===== src/rtl/control_pipe_if.sv =====
// Bundle between the ID-stage instruction source and the EX/MEM/WB control consumers.
// The master side is the main control unit that decodes and pipelines control bits.
interface control_pipe_if;
    logic [31:0] instr_id;
    logic        stall;
    logic        flush;
    logic [1:0]  aluop_ex;
    logic [31:0] signext_ex;
    logic        alusrc_ex;
    logic        regdst_ex;
    logic        memread_mem;
    logic        memwrite_mem;
    logic        branch_mem;
    logic        regwrite_wb;
    logic        memtoreg_wb;
    logic        valid_ex;
    logic        valid_mem;
    logic        valid_wb;
    logic        illegal_ex;

    modport master (
        input  instr_id, stall, flush,
        output aluop_ex, signext_ex, alusrc_ex, regdst_ex,
               memread_mem, memwrite_mem, branch_mem,
               regwrite_wb, memtoreg_wb,
               valid_ex, valid_mem, valid_wb, illegal_ex
    );

    modport slave (
        output instr_id, stall, flush,
        input  aluop_ex, signext_ex, alusrc_ex, regdst_ex,
               memread_mem, memwrite_mem, branch_mem,
               regwrite_wb, memtoreg_wb,
               valid_ex, valid_mem, valid_wb, illegal_ex
    );
endinterface


===== src/rtl/control_pipe.sv =====
// Main control for the 5-stage MIPS pipeline: decodes the ID opcode and carries the
// control bundle through ID/EX, EX/MEM and MEM/WB with bubble and squash handling.
module control_pipe #(
    parameter bit FLUSH_EXMEM = 1'b1,
    parameter bit ENABLE_ADDI = 1'b1
) (
    input  logic          clk,
    input  logic          reset,
    control_pipe_if.master bus
);
    logic [5:0]  opcode;
    logic [31:0] signext;
    logic        dec_regdst, dec_alusrc, dec_memtoreg, dec_regwrite;
    logic        dec_memread, dec_memwrite, dec_branch, dec_illegal;
    logic [1:0]  dec_aluop;

    assign opcode  = bus.instr_id[31:26];
    assign signext = {{16{bus.instr_id[15]}}, bus.instr_id[15:0]};

    always_comb begin
        dec_regdst   = 1'b0;
        dec_alusrc   = 1'b0;
        dec_memtoreg = 1'b0;
        dec_regwrite = 1'b0;
        dec_memread  = 1'b0;
        dec_memwrite = 1'b0;
        dec_branch   = 1'b0;
        dec_aluop    = 2'b00;
        dec_illegal  = 1'b0;
        case (opcode)
            6'b000000: begin
                dec_regdst   = 1'b1;
                dec_regwrite = 1'b1;
                dec_aluop    = 2'b10;
            end
            6'b100011: begin
                dec_alusrc   = 1'b1;
                dec_memtoreg = 1'b1;
                dec_regwrite = 1'b1;
                dec_memread  = 1'b1;
            end
            6'b101011: begin
                dec_alusrc   = 1'b1;
                dec_memwrite = 1'b1;
            end
            6'b000100: begin
                dec_branch = 1'b1;
                dec_aluop  = 2'b01;
            end
            6'b001000: begin
                if (ENABLE_ADDI) begin
                    dec_alusrc   = 1'b1;
                    dec_regwrite = 1'b1;
                end else begin
                    dec_illegal = 1'b1;
                end
            end
            default: dec_illegal = 1'b1;
        endcase
    end

    // ID/EX stage
    logic [1:0]  aluop_reg;
    logic [31:0] signext_reg;
    logic        alusrc_reg, regdst_reg, valid_ex_reg, illegal_reg;
    logic        memread_idex_reg, memwrite_idex_reg, branch_idex_reg;
    logic        regwrite_idex_reg, memtoreg_idex_reg;

    always_ff @(posedge clk) begin
        if (reset || bus.flush) begin
            aluop_reg         <= 2'b00;
            signext_reg       <= 32'd0;
            alusrc_reg        <= 1'b0;
            regdst_reg        <= 1'b0;
            valid_ex_reg      <= 1'b0;
            illegal_reg       <= 1'b0;
            memread_idex_reg  <= 1'b0;
            memwrite_idex_reg <= 1'b0;
            branch_idex_reg   <= 1'b0;
            regwrite_idex_reg <= 1'b0;
            memtoreg_idex_reg <= 1'b0;
        end else if (bus.stall) begin
            // Bubble: controls cleared, immediate still captured (don't-care).
            aluop_reg         <= 2'b00;
            signext_reg       <= signext;
            alusrc_reg        <= 1'b0;
            regdst_reg        <= 1'b0;
            valid_ex_reg      <= 1'b0;
            illegal_reg       <= 1'b0;
            memread_idex_reg  <= 1'b0;
            memwrite_idex_reg <= 1'b0;
            branch_idex_reg   <= 1'b0;
            regwrite_idex_reg <= 1'b0;
            memtoreg_idex_reg <= 1'b0;
        end else begin
            aluop_reg         <= dec_aluop;
            signext_reg       <= signext;
            alusrc_reg        <= dec_alusrc;
            regdst_reg        <= dec_regdst;
            valid_ex_reg      <= 1'b1;
            illegal_reg       <= dec_illegal;
            memread_idex_reg  <= dec_memread;
            memwrite_idex_reg <= dec_memwrite;
            branch_idex_reg   <= dec_branch;
            regwrite_idex_reg <= dec_regwrite;
            memtoreg_idex_reg <= dec_memtoreg;
        end
    end

    // EX/MEM stage; squashed too when the branch resolves in MEM.
    logic memread_mem_reg, memwrite_mem_reg, branch_mem_reg;
    logic regwrite_exmem_reg, memtoreg_exmem_reg, valid_mem_reg;

    always_ff @(posedge clk) begin
        if (reset || (bus.flush && FLUSH_EXMEM)) begin
            memread_mem_reg    <= 1'b0;
            memwrite_mem_reg   <= 1'b0;
            branch_mem_reg     <= 1'b0;
            regwrite_exmem_reg <= 1'b0;
            memtoreg_exmem_reg <= 1'b0;
            valid_mem_reg      <= 1'b0;
        end else begin
            memread_mem_reg    <= memread_idex_reg;
            memwrite_mem_reg   <= memwrite_idex_reg;
            branch_mem_reg     <= branch_idex_reg;
            regwrite_exmem_reg <= regwrite_idex_reg;
            memtoreg_exmem_reg <= memtoreg_idex_reg;
            valid_mem_reg      <= valid_ex_reg;
        end
    end

    // MEM/WB stage always advances so a resolving branch still retires.
    logic regwrite_wb_reg, memtoreg_wb_reg, valid_wb_reg;

    always_ff @(posedge clk) begin
        if (reset) begin
            regwrite_wb_reg <= 1'b0;
            memtoreg_wb_reg <= 1'b0;
            valid_wb_reg    <= 1'b0;
        end else begin
            regwrite_wb_reg <= regwrite_exmem_reg;
            memtoreg_wb_reg <= memtoreg_exmem_reg;
            valid_wb_reg    <= valid_mem_reg;
        end
    end

    assign bus.aluop_ex     = aluop_reg;
    assign bus.signext_ex   = signext_reg;
    assign bus.alusrc_ex    = alusrc_reg;
    assign bus.regdst_ex    = regdst_reg;
    assign bus.valid_ex     = valid_ex_reg;
    assign bus.illegal_ex   = illegal_reg;
    assign bus.memread_mem  = memread_mem_reg;
    assign bus.memwrite_mem = memwrite_mem_reg;
    assign bus.branch_mem   = branch_mem_reg;
    assign bus.valid_mem    = valid_mem_reg;
    assign bus.regwrite_wb  = regwrite_wb_reg;
    assign bus.memtoreg_wb  = memtoreg_wb_reg;
    assign bus.valid_wb     = valid_wb_reg;
endmodule


===== src/flat_wrapper.sv =====
// flat-port wrapper written by rule: the top's interface ports become plain ports
module control_pipe_flat 
#(
    parameter bit FLUSH_EXMEM = 1'b1,
    parameter bit ENABLE_ADDI = 1'b1
)
  (clk, reset, bus_instr_id, bus_stall, bus_flush, bus_aluop_ex, bus_signext_ex, bus_alusrc_ex, bus_regdst_ex, bus_memread_mem, bus_memwrite_mem, bus_branch_mem, bus_regwrite_wb, bus_memtoreg_wb, bus_valid_ex, bus_valid_mem, bus_valid_wb, bus_illegal_ex);
  control_pipe_if bus_i ();
  input  logic clk;
  input  logic reset;
  input wire logic [$bits(bus_i.instr_id)-1:0] bus_instr_id;
  input wire logic [$bits(bus_i.stall)-1:0] bus_stall;
  input wire logic [$bits(bus_i.flush)-1:0] bus_flush;
  output wire logic [$bits(bus_i.aluop_ex)-1:0] bus_aluop_ex;
  output wire logic [$bits(bus_i.signext_ex)-1:0] bus_signext_ex;
  output wire logic [$bits(bus_i.alusrc_ex)-1:0] bus_alusrc_ex;
  output wire logic [$bits(bus_i.regdst_ex)-1:0] bus_regdst_ex;
  output wire logic [$bits(bus_i.memread_mem)-1:0] bus_memread_mem;
  output wire logic [$bits(bus_i.memwrite_mem)-1:0] bus_memwrite_mem;
  output wire logic [$bits(bus_i.branch_mem)-1:0] bus_branch_mem;
  output wire logic [$bits(bus_i.regwrite_wb)-1:0] bus_regwrite_wb;
  output wire logic [$bits(bus_i.memtoreg_wb)-1:0] bus_memtoreg_wb;
  output wire logic [$bits(bus_i.valid_ex)-1:0] bus_valid_ex;
  output wire logic [$bits(bus_i.valid_mem)-1:0] bus_valid_mem;
  output wire logic [$bits(bus_i.valid_wb)-1:0] bus_valid_wb;
  output wire logic [$bits(bus_i.illegal_ex)-1:0] bus_illegal_ex;
  assign bus_i.instr_id = bus_instr_id;
  assign bus_i.stall = bus_stall;
  assign bus_i.flush = bus_flush;
  assign bus_aluop_ex = bus_i.aluop_ex;
  assign bus_signext_ex = bus_i.signext_ex;
  assign bus_alusrc_ex = bus_i.alusrc_ex;
  assign bus_regdst_ex = bus_i.regdst_ex;
  assign bus_memread_mem = bus_i.memread_mem;
  assign bus_memwrite_mem = bus_i.memwrite_mem;
  assign bus_branch_mem = bus_i.branch_mem;
  assign bus_regwrite_wb = bus_i.regwrite_wb;
  assign bus_memtoreg_wb = bus_i.memtoreg_wb;
  assign bus_valid_ex = bus_i.valid_ex;
  assign bus_valid_mem = bus_i.valid_mem;
  assign bus_valid_wb = bus_i.valid_wb;
  assign bus_illegal_ex = bus_i.illegal_ex;
  control_pipe #(.FLUSH_EXMEM(FLUSH_EXMEM), .ENABLE_ADDI(ENABLE_ADDI)) u_core (.clk(clk), .reset(reset), .bus(bus_i));
endmodule

===== config.mk =====
export PLATFORM = sky130hd
export DESIGN_NAME = control_pipe_flat
export DESIGN_NICKNAME = d
export VERILOG_FILES = /design/src/rtl/control_pipe_if.sv /design/src/rtl/control_pipe.sv /design/src/flat_wrapper.sv
export SDC_FILE = /design/constraint.sdc
export NUM_CORES = 1
export LEC_CHECK = 0
export CELL_PAD_IN_SITES_DETAIL_PLACEMENT = 1
export CELL_PAD_IN_SITES_GLOBAL_PLACEMENT = 2
export CORE_MARGIN = 2
export CORE_UTILIZATION = 16
export DETAILED_ROUTE_END_ITERATION = 8
export PLACE_DENSITY_LB_ADDON = 0.05
export SYNTH_ARGS = -nofsm -noshare
export SYNTH_HDL_FRONTEND = slang
export SYNTH_SLANG_ARGS = --single-unit

===== constraint.sdc =====
create_clock -name clk -period 0.95 [get_ports clk]
set_input_delay 0.095 -clock clk [delete_from_list [all_inputs] [get_ports clk]]
set_output_delay 0.095 -clock clk [all_outputs]
set_load 0.05 [all_outputs]

# Word level (Yosys, flattened, before mapping)
# Cells that the tools add are included.
# totals
wordCells	37
regBits	34
in_bits	36
output_inout_bits	45
# classes
mux	9
eq_ne	4
n_reduce_logical	6
# ops
cell	n
equality test 6 bit, second input constant	2
two-way mux 1 bit	8
equality test 6 x 3 -> 1 bit, second input constant	1
equality test 6 x 4 -> 1 bit, second input constant	1
logical NOT 6 bit	1
OR reduction 3 bit	2
OR reduction 5 bit	1
case mux 2 bit (2 select lines)	1
OR reduction 2 bit	1
logical OR 1 bit	1

# Longest topological paths before layout
# depth
ltp_word	3
mapped_depth	4
ltp_nobuf	4

# Worst setup path before layout
# OpenSTA, ideal clock, no wires.
# synth_timing
kind	register -> output
startpoint	register u_core.bus.signext_ex[15] (netlist name)
endpoint	output bus_signext_ex[16]
required_time_ps	855
stages_incl_launch_ff	2
arrival_ps	1176
setup_slack_ps	-321
cell_sequence	dfxtp_1 > buf_4
# synth_rtl
element	line_no	text
end, declared	flat_wrapper.sv:15	output wire logic [$bits(bus_i.signext_ex)-1:0] bus_signext_ex;
# No word-level cell between the ends.

# Worst setup path after layout
# layout_timing
startpoint	register u_core.bus.signext_ex[15] (netlist name)
endpoint	output bus_signext_ex[16]
# No word-level cell between the ends.

==> results.ini <==
[timing]
slew_viol_final=0
setup_violations=17
timing.final.crit_share=1.128
whs_ps=110.3
rsz0062_at_grt=yes
worst_slack_ps=-121.2
max_slew_margin=0.5898
timing.final.hold_violations=0
worst_pin_slew_ps=614.6
fmax_mhz=933.5
period_minus_slack_ps=1071
skew_ps=5.848

[power]
powerDensity_mw_per_mm2=1321
ir_worst_vdd_uv=440.7
p_leak_uw=0.001008

[routing]
avgRoutedWirePerCell_um=11.21
drc_errors=0
detail-route-antenna-nets=0
num_vias=872
drtIter0Drc=6
detail_route.vias_per_cell=3.588
first_pass_iters=4
routed_wl_um=2724

[logic_synthesis]
synth_top_family_by_area=simple AND/OR/NAND/NOR gates
ys_seq_elements=34
synth_adder_area_share=0
synthCells=96
synth.area.top_cells=dfxtp_1 (63%), and2_1 (12%), buf_4 (11%)
yosysUniqueCellTypes=18
yosys.area_share.simple=0.2278
synth_top_area_cell=dfxtp_1
synth_nets=132
seq_area_frac_synth=0.6260
synth_compound_area_frac=0.02532
netlist.area_leader.share=0.6260
yosysWarningCount=0
syn_avg_cell_area_um2=11.33
synthMuxAreaShare=0
synth_area_mm2=0.001087
synthXorXnorAreaFrac=0

[setup_path]
worstPathArrival_ps=980
worstSetupEndpointType=output port
cp_num_buf_inv=2
worst-setup-path-type=reg -> out
worst_path_largest_cell_delay_ps=380
r2r_slack_ps=320
r2r_cells=1
crit_family=flip-flops
critical_path.max_fanout=9
worst_setup_path_start_kind=flip-flop
cp_slowest_cell=dfxtp_4
path_common_cell=buf_12
crit_start=u_core.bus.signext_ex[15]$_SDFF_PP0_
crit_path_cell_trace=buf_12, buf_12
timing.rr.end=u_core.bus.valid_wb$_SDFF_PP0_
r2r-start=u_core.bus.valid_mem$_SDFF_PP0_
worstPathRequired_ps=850

[floorplan]
die_h_um=86.44
core_mm2=0.006681
io_pins=81
start_util=0.1627
dieArea_mm2=0.007471
die_w_um=86.44
row_count=30

[layout]
multi_input_area_um2=330.3
synthToLayoutAreaGrowth_pct=125.5
final_common_cell=buf_12
layout.area.seq_um2=686.9
drive_gt1_frac=0.4847
fillerInstances=690
fin_nets=198
final_cell_mix=buf_12 (46), dfxtp_1 (31), and2_1 (21)
largest_reg_flops=16
antenna_cells=0

[min_path]
holdCritStartpoint=bus_stall
hold_class=in -> reg
hold_depth=3
whs_endpoint=u_core.memread_idex_reg$_SDFF_PP0_

[global_routing]
antenna_found_initial=0
grt_pass1_vias=873
gr-usage-all-layers=0.07786
grt_pass1_wl_um=4312
grt_max_degree=22
grt_overflow=0

[place]
place_ws_ps=-824.3
port_buffers=70
place_congestion=0.6769

[run_status]
violations=negative setup slack
status=finished with violations

[clocking]
cts.sinks=34
cts_tree=built
cts_buffers=5
htreeDepth=2
clk_pin_slew_ps=70
insertion_delay_ps=280
clockRootBuffer=clkbuf_8
clk_path_buf_depth=2

[flow_run]
timing.max_cap.violations=0

metal layers:
metal  global-route usage  up-vias  share of wire
met2               0.1231       46           0.49
met4              0.04261        0          0.026
met5                    0        -              0
met1              0.08665      399           0.39
li1                     -      421              -
met3              0.03619        6          0.086
area by class of cell:
cell class / instances / share of cell area
multi-input combinational: 43 / 0.1347
sequential: 34 / 0.2801
timing repair buffer: 77 / 0.5056
inverter: 1 / 0.001531
clock inverter: 1 / 0.002041
tap: 80 / 0.04082
clock buffer: 7 / 0.03520
how the worst max path moves through the flow:
stage,end,depth (start not counted),slack (ps)
final,bus_signext_ex[16],2,-120
after detailed placement,u_core.memtoreg_exmem_reg$_SDFF_PP0_,3,-820
after global placement,u_core.bus.signext_ex[8]$_SDFF_PP0_,3,-770
after global routing,bus_signext_ex[21],2,-160
after floorplan,u_core.regwrite_idex_reg$_SDFF_PP0_,3,-100
after CTS,bus_signext_ex[16],2,-140
power by group:
group	leakage, µW	total, µW	switching [µW]	internal [µW]
sequential	0.000278	1490	28.3	1460
clock	0.0000482	1080	499	584
combinational	0.000682	671	315	355
repair_timing:
action / 4_1_cts / 5_1_grt
pin swaps: 2 / 7
gates resized for setup: 19 / 13
hold buffers: 0 / 0
setup buffers: 0 / 0
setup endpoints to repair: 46 / 25
cloned: 1 / 0
synth_stat cells:
cell / instances
dfxtp_1: 34
nor3b_1: 3
buf_4: 16
and2b_2: 3
or3_4: 1
a21oi_1: 2
nor3_1: 4
and3_1: 1
nand3_1: 1
nor2_1: 2
o21ba_1: 1
and2_1: 21
a211oi_1: 1
or3_1: 1
inv_1: 1
clkbuf_1: 2
nand3b_1: 1
nand2_1: 1
kinds of logic (layout without fill, tap and decap cells):
logic type | after synthesis | in the layout
compound gates | 4 | 4
buf+inv | 19 | 86
flops | 34 | 34
simple gates | 39 | 39
through the flow:
| stage | std cells | TNS (ps) | area [µm²] | utilization | power [µW] |
|---|---|---|---|---|---|
| 6_report | 243 | -1900 | 2452 | 0.3670 | 3240 |
| 5_1_grt | 243 | -2556 | 2452 | 0.3670 | 3419 |
| 4_1_cts | 243 | -2242 | 2399 | 0.3590 | 3311 |
| 3_5_place_dp | 234 | -21740 | 2272 | 0.3401 | 2174 |
| 3_3_place_gp | 234 | -20640 | 2272 | 0.3401 | 2169 |
| 2_1_floorplan | 96 | -106.3 | 1091 | - | 1794 |
No activity file was read; power rests on OpenSTA's default activity.
